$ cat src/rtl/reg_file_scoreboard_if.sv
// Operand-read, write-back and load-lock bundle between the
// pipeline control (master) and the register file (slave).
interface reg_file_scoreboard_if #(
    parameter int DATA_W = 32,
    parameter int ADDR_W = 5
);
    logic [ADDR_W-1:0]      RR1;
    logic [ADDR_W-1:0]      RR2;
    logic                   rd_en;
    logic                   RegWrite;
    logic [ADDR_W-1:0]      WR;
    logic [DATA_W-1:0]      WD;
    logic                   lock_en;
    logic [ADDR_W-1:0]      lock_reg;
    logic [DATA_W-1:0]      DataA;
    logic [DATA_W-1:0]      DataB;
    logic                   stall;
    logic [2**ADDR_W-1:0]   pending;

    modport master (
        output RR1, RR2, rd_en,
        output RegWrite, WR, WD,
        output lock_en, lock_reg,
        input  DataA, DataB, stall, pending
    );

    modport slave (
        input  RR1, RR2, rd_en,
        input  RegWrite, WR, WD,
        input  lock_en, lock_reg,
        output DataA, DataB, stall, pending
    );
endinterface

$ cat src/rtl/reg_file_scoreboard.sv
// Two-read / one-write register file with write-back forwarding and a
// per-register pending-load scoreboard that stalls operand capture.
module reg_file_scoreboard #(
    parameter int DATA_W = 32,
    parameter int ADDR_W = 5
) (
    input  logic                 clk,
    input  logic                 rst,
    reg_file_scoreboard_if.slave bus
);
    localparam int N = 2**ADDR_W;

    logic [DATA_W-1:0] regs [N];
    logic [N-1:0]      pending_q;
    logic [N-1:0]      pending_nxt;
    logic [DATA_W-1:0] data_a;
    logic [DATA_W-1:0] data_b;
    logic [DATA_W-1:0] fwd_a;
    logic [DATA_W-1:0] fwd_b;
    logic              wb;
    logic              hit_a;
    logic              hit_b;
    logic              haz_a;
    logic              haz_b;
    logic              stall;
    logic              lock;

    assign wb    = bus.RegWrite && (bus.WR != '0);
    assign lock  = bus.lock_en && (bus.lock_reg != '0);
    assign hit_a = wb && (bus.WR == bus.RR1);
    assign hit_b = wb && (bus.WR == bus.RR2);

    // regs[0] is never written, so it reads as zero without a special case
    assign fwd_a = hit_a ? bus.WD : regs[bus.RR1];
    assign fwd_b = hit_b ? bus.WD : regs[bus.RR2];

    assign haz_a = pending_q[bus.RR1] && !hit_a;
    assign haz_b = pending_q[bus.RR2] && !hit_b;
    assign stall = bus.rd_en && (haz_a || haz_b);

    // Set is applied after clear: a fresh load outranks the completing one
    always_comb begin
        pending_nxt = pending_q;
        if (wb)
            pending_nxt[bus.WR] = 1'b0;
        if (lock)
            pending_nxt[bus.lock_reg] = 1'b1;
    end

    always_ff @(posedge clk or posedge rst) begin
        if (rst) begin
            for (int i = 0; i < N; i++)
                regs[i] <= '0;
        end else if (wb) begin
            regs[bus.WR] <= bus.WD;
        end
    end

    always_ff @(posedge clk or posedge rst) begin
        if (rst)
            pending_q <= '0;
        else
            pending_q <= pending_nxt;
    end

    always_ff @(posedge clk or posedge rst) begin
        if (rst) begin
            data_a <= '0;
            data_b <= '0;
        end else if (bus.rd_en && !stall) begin
            data_a <= fwd_a;
            data_b <= fwd_b;
        end
    end

    assign bus.DataA   = data_a;
    assign bus.DataB   = data_b;
    assign bus.stall   = stall;
    assign bus.pending = pending_q;
endmodule
$ cat src/flat_wrapper.sv
// flat-port wrapper written by rule: the top's interface ports become plain ports
module reg_file_scoreboard_flat 
#(
    parameter int DATA_W = 32,
    parameter int ADDR_W = 5
)
  (clk, rst, bus_RR1, bus_RR2, bus_rd_en, bus_RegWrite, bus_WR, bus_WD, bus_lock_en, bus_lock_reg, bus_DataA, bus_DataB, bus_stall, bus_pending);
  reg_file_scoreboard_if #(.DATA_W(DATA_W), .ADDR_W(ADDR_W)) bus_i ();
  input  logic clk;
  input  logic rst;
  input wire logic [$bits(bus_i.RR1)-1:0] bus_RR1;
  input wire logic [$bits(bus_i.RR2)-1:0] bus_RR2;
  input wire logic [$bits(bus_i.rd_en)-1:0] bus_rd_en;
  input wire logic [$bits(bus_i.RegWrite)-1:0] bus_RegWrite;
  input wire logic [$bits(bus_i.WR)-1:0] bus_WR;
  input wire logic [$bits(bus_i.WD)-1:0] bus_WD;
  input wire logic [$bits(bus_i.lock_en)-1:0] bus_lock_en;
  input wire logic [$bits(bus_i.lock_reg)-1:0] bus_lock_reg;
  output wire logic [$bits(bus_i.DataA)-1:0] bus_DataA;
  output wire logic [$bits(bus_i.DataB)-1:0] bus_DataB;
  output wire logic [$bits(bus_i.stall)-1:0] bus_stall;
  output wire logic [$bits(bus_i.pending)-1:0] bus_pending;
  assign bus_i.RR1 = bus_RR1;
  assign bus_i.RR2 = bus_RR2;
  assign bus_i.rd_en = bus_rd_en;
  assign bus_i.RegWrite = bus_RegWrite;
  assign bus_i.WR = bus_WR;
  assign bus_i.WD = bus_WD;
  assign bus_i.lock_en = bus_lock_en;
  assign bus_i.lock_reg = bus_lock_reg;
  assign bus_DataA = bus_i.DataA;
  assign bus_DataB = bus_i.DataB;
  assign bus_stall = bus_i.stall;
  assign bus_pending = bus_i.pending;
  reg_file_scoreboard #(.DATA_W(DATA_W), .ADDR_W(ADDR_W)) u_core (.clk(clk), .rst(rst), .bus(bus_i));
endmodule
$ cat config.mk
export PLATFORM = sky130hd
export DESIGN_NAME = reg_file_scoreboard_flat
export DESIGN_NICKNAME = d
export VERILOG_FILES = /design/src/rtl/reg_file_scoreboard_if.sv /design/src/rtl/reg_file_scoreboard.sv /design/src/flat_wrapper.sv
export SDC_FILE = /design/constraint.sdc
export NUM_CORES = 2
export LEC_CHECK = 0
export ABC_AREA = 0
export CORE_UTILIZATION = 50
export CTS_CLUSTER_DIAMETER = 50
export CTS_CLUSTER_SIZE = 25
export DETAILED_ROUTE_END_ITERATION = 12
export DONT_BUFFER_PORTS = 1
export GPL_TIMING_DRIVEN = 0
export PLACE_DENSITY_LB_ADDON = 0.12
export SLEW_MARGIN = 20
export SYNTH_ARGS = -nofsm -noshare
export SYNTH_HDL_FRONTEND = slang
export SYNTH_SLANG_ARGS = --single-unit
export TNS_END_PERCENT = 1
$ cat constraint.sdc
create_clock -name clk -period 33.5 [get_ports clk]
set_clock_uncertainty 0.2 [all_clocks]
set_input_delay 3.35 -clock clk [delete_from_list [all_inputs] [get_ports clk]]
set_output_delay 3.35 -clock clk [all_outputs]
set_load 0.05 [all_outputs]
# After elaboration in Yosys (flattened, before gate mapping)
# Cells that the tools add are included.
[totals] reg_bits=1120 input_bits=57 output_inout_bits=97 elab_cells=91
[classes] n_lt_le_gt_ge=10 eq_ne=2 mux=21 bitwise=6 n_reduce_logical=17
[ops] cell="$bwmux 1024" count=1
[ops] cell="$bmux 32 s5" count=2
[ops] cell="$mux 32" count=9
[ops] cell="$demux 32 s5" count=1
[ops] cell="$and 32x32->32" count=1
[ops] cell="$not 32->32" count=1
[ops] cell="$or 32x32->32" count=1
[ops] cell="$lt 5x6->1 const B" count=4
[ops] cell="$ge 6x6->1 const B" count=3
[ops] cell="$not 5->6" count=3
[ops] cell="$logic_and 1x1->1" count=11
[ops] cell="$bmux 1 s5" count=2
[ops] cell="$demux 1 s5" count=2
[ops] cell="$eq 5x5->1" count=2
[ops] cell="$ge 5x1->1 const B" count=2
[ops] cell="$reduce_bool 5->1" count=2
[ops] cell="$lt 6x1->1 const B" count=1
[ops] cell="$mux 1" count=4
[ops] cell="$logic_not 1->1" count=3
[ops] cell="$logic_or 1x1->1" count=1

# Logic depth before layout (Yosys ltp)
[logic_depth] ltp_word=9 ltp_mapped=12 mapped_depth_nobuf=6

# Worst setup path after synthesis
# No wires, ideal clock.
[synth_timing] path_kind="input port to output port" start="input port bus_WR[0]" end="output port bus_stall" arrival_time_ps=5086 required_time_ps=29950 setup_slack_ps=24864 path_stages=7 path_buffers=2 cell_sequence="buf_2 > or2_1 > buf_2 > o41ai_4 > o31ai_2 > o22ai_2 > o21a_1"
[synth_via] elab_chain_len=7 word_cells_on_any_way=12 cone_classes="eq/ne (2); reduce/logical (10)"
[synth_rtl] item="start, declared" line_no="flat_wrapper.sv:15" text="input wire logic [$bits(bus_i.WR)-1:0] bus_WR;"
[synth_rtl] item="$reduce_bool 5->1" line_no="reg_file_scoreboard.sv:28" text="assign wb = bus.RegWrite && (bus.WR != '0);"
[synth_rtl] item="$logic_and 1x1->1" line_no="reg_file_scoreboard.sv:28"
[synth_rtl] item="$logic_and 1x1->1, on equally long branches" line_no="reg_file_scoreboard.sv:30, reg_file_scoreboard.sv:31"
[synth_rtl] item="$logic_not 1->1, on equally long branches" line_no="reg_file_scoreboard.sv:37, reg_file_scoreboard.sv:38"
[synth_rtl] item="$logic_and 1x1->1, on equally long branches" line_no="reg_file_scoreboard.sv:37, reg_file_scoreboard.sv:38"
[synth_rtl] item="$logic_or 1x1->1 *" line_no="reg_file_scoreboard.sv:39" text="assign stall = bus.rd_en && (haz_a || haz_b);"
[synth_rtl] item="$logic_and 1x1->1 *" line_no="reg_file_scoreboard.sv:39"
[synth_rtl] item="end, declared" line_no="flat_wrapper.sv:21" text="output wire logic [$bits(bus_i.stall)-1:0] bus_stall;"
# Mark *: on every way between the ends. The rest lies on a longest branch, timed or not.

# Final worst setup path
[layout_timing] start="input port bus_RR1[2]" end="output port bus_stall"
[layout_via] elab_chain_len=6 word_cells_on_any_way=8 cone_classes="eq/ne (1); mux (2); reduce/logical (5)"
[layout_rtl] item="start, declared" line_no="flat_wrapper.sv:11" text="input wire logic [$bits(bus_i.RR1)-1:0] bus_RR1;"
[layout_rtl] item="branches (longest 3 deep; another with $bmux 1 s5)"
[layout_rtl] item="$logic_and 1x1->1 *" line_no="reg_file_scoreboard.sv:37" text="assign haz_a = pending_q[bus.RR1] && !hit_a;"
[layout_rtl] item="$logic_or 1x1->1 *" line_no="reg_file_scoreboard.sv:39"
[layout_rtl] item="$logic_and 1x1->1 *" line_no="reg_file_scoreboard.sv:39"
# Mark *: on every way between the ends. The select of a mux whose other input is x is not followed.

==> results.cfg <==
[status]
status = complete, but fails checks
violations = max-capacitance violations

[layout]
regArea_um2 = 28030
syn_to_final_growth_pct = 14.72
layout-drive-gt1-share_pct = 43.53
fin_nets = 4697
nFillCells = 9869
final_cells = 6406
multi_input_area_um2 = 30130

[global_route]
grt_max_degree = 35
antenna_found_initial = 33
grt_pass1_wl_um = 423000
grt_overflow = 0
grt_pass1_vias = 45660
track_usage_pct = 52.85

[routing]
first_pass_iters = 8
drcViolationCount = 0
detail_route.vias_per_cell = 7.730
drt_wl_total_um = 323800
ant_nets = 0
avgRoutedWirePerCell_um = 50.55
first_iter_violations = 8549
num_vias = 49520

[synthesis]
synth_cell_types = 59
syn_avg_cell_area_um2 = 13.65
synth_top_area_share_pct = 46.40
ys.flop_type = dfrtp_1
yosys_warnings = 0
netlist_top_cells_area = dfrtp_1 (46%), mux2_2 (20%), mux4_2 (11%), mux2i_1 (6.9%), a221oi_1 (2.3%)
ys_ff_latch = 1120
synth_cells = 4425
synth_edf_count = 0
synth.largest_area_cell = dfrtp_1
ys_seq_area_share_pct = 46.40
synth_common_cells = dfrtp_1 (1120), mux2_2 (1066), mux2i_1 (417)
syn-num-nets = 4482
async_reset_ff_share_pct = 100.0
synthesis.area_um2 = 60400
yosysMostFrequentCell = dfrtp_1

[min_path]
min_path_type = flop to flop
hold_path_depth = 1

[clock_network]
cts_max_path_buffers = 3
clockRootBuffer = clkbuf_16
post_cts_buffers = 0
insertion_delay_ns = 0.82
postCtsHoldBufs = 0
path_clk_slew_ns = 0.06
cts_tree = done
cts_sinks = 1120
h-tree-depth = 4
post_cts_resized = 0
cts_made_buffers = 140

[critical_path]
crit_required_ns = 29.95
cp-start-kind = primary input
worstRegToRegCells = 8
reg2reg_setup_slack_ns = 30.18
worstPathMaxFanout = 10
cp-end-kind = primary output
path_class = primary input to primary output
cp.arrival_ns = 5.83

[pwr]
total_power_mw = 4.663
leakagePower_nw = 30.64
powerDensity_nw_per_um2 = 67.30
peakVddDrop_v = 0.00005679

[placement]
place_ws_ns = 24.23
dp_hpwl_um = 218200
port_buffers = 0
placed_cells_incl_taps = 6108
gp_congestion = 1.050

[timing]
fmax_ghz = 0.1066
hold_violations = 0
post-route-period-util_pct = 28.00
rsz0062_at_grt = no
worst_pin_slew_ns = 1.497
min_period_ns = 9.380
fin_tns_setup_ns = 0
setup_ws_ns = 24.12
setup_viol = 0
maxSlewViolCount = 0
slew_headroom_pct = 0.1901

[die]
rows = 127
die_width_um = 349.6
die_y_um = 349.6
initial_utilization_pct = 50.41
core_area_um2 = 119800
die_area_um2 = 122200
io_pins = 154

[run]
max_cap_violations = 1
[registers in the layout (all words and copies together) (netlist names)]
name	cells
u_core.regs	1024
u_core.bus.DataA	32
u_core.bus.DataB	32
u_core.bus.pending	32
[worst max-delay path, cell delays in order]
cell and delay (ns):
buf_2 0.27, nor2b_1 0.17, clkbuf_1 0.96, a22o_1 0.26
a41oi_1 0.06, o22ai_2 0.26, o21a_1 0.50
[layout make-up]
type | instances | share of cell area, %
multi-input cells | 2799 | 43.48
flip-flops and latches | 1120 | 40.45
clock buffers | 172 | 5.690
plain buffers | 495 | 3.520
well taps | 1612 | 2.911
repair buffers | 73 | 2.328
clock inverters | 85 | 1.412
diodes | 39 | 0.1409
inverters | 11 | 0.06501
[layout by cell type (no fill, tap or decap), drive strengths merged, types with 70 or more instances in the layout]
| master | netlist | routed |
|---|---|---|
| mux2 | 1125 | 1125 |
| dfrtp | 1120 | 1120 |
| clkbuf | 286 | 460 |
| mux2i | 417 | 417 |
| mux4 | 301 | 301 |
| buf | 209 | 280 |
| a221oi | 159 | 159 |
| nand2 | 120 | 120 |
| o21ai | 108 | 108 |
| a21oi | 70 | 70 |
[routing by layer]
metal  global-route usage, %  routed length [um]  vias up  share of wire [%]
met2                   67.73              123900     4994                 38
met5                  0.6279                 387        -               0.12
met3                   32.57               55370     1569                 17
li1                        -                   -    17460                  -
met1                   62.14              112200    25470                 35
met4                   42.66               31910       24                9.9
[cells by family (layout without fill, tap and decap cells)]
kind of cell / after synthesis / after routing / synth area share [%]
AOI/OAI and AO/OA: 601 / 601 / 7.342
xor gates and xnor gates: 10 / 10 / 0.1450
buffers and inverters: 506 / 836 / 3.828
DFF: 1120 / 1120 / 46.40
muxes: 1843 / 1843 / 39.48
other: 0 / 39 / 0
and+or+nand+nor: 345 / 345 / 2.803
[final timing paths]
kind                                             startpoint                                to
max reg2reg                u_core.bus.pending[28]$_DFF_PP0_  u_core.bus.DataB[12]$_DFFE_PP0P_
max in group asynchronous                               rst  u_core.bus.pending[27]$_DFF_PP0_
min reg2reg                   u_core.regs[1005]$_DFFE_PP0P_     u_core.regs[1005]$_DFFE_PP0P_
min in group asynchronous                               rst  u_core.bus.DataB[15]$_DFFE_PP0P_
min                           u_core.regs[1005]$_DFFE_PP0P_     u_core.regs[1005]$_DFFE_PP0P_
max                                              bus_RR1[2]                         bus_stall
[through the flow]
step / hold slack (ns) / area [um^2] / util [%]
floorplan: 0.2413 / 60400 / -
global placement: 0.2537 / 62420 / 52.10
detailed placement: 0.2675 / 64220 / 53.60
CTS: 0.2807 / 69140 / 57.71
global route: 0.2902 / 69190 / 57.75
finish: 0.2770 / 69290 / 57.83
[where the power goes]
group	total, mW	internal, mW	switching (mW)	leakage (nW)
registers	2.03	1.63	0.402	14.3
clock network	1.64	0.948	0.693	2.40
logic	0.991	0.499	0.492	13.9
total	4.66	3.08	1.59	30.6
Power figures use the tool's default switching activity.
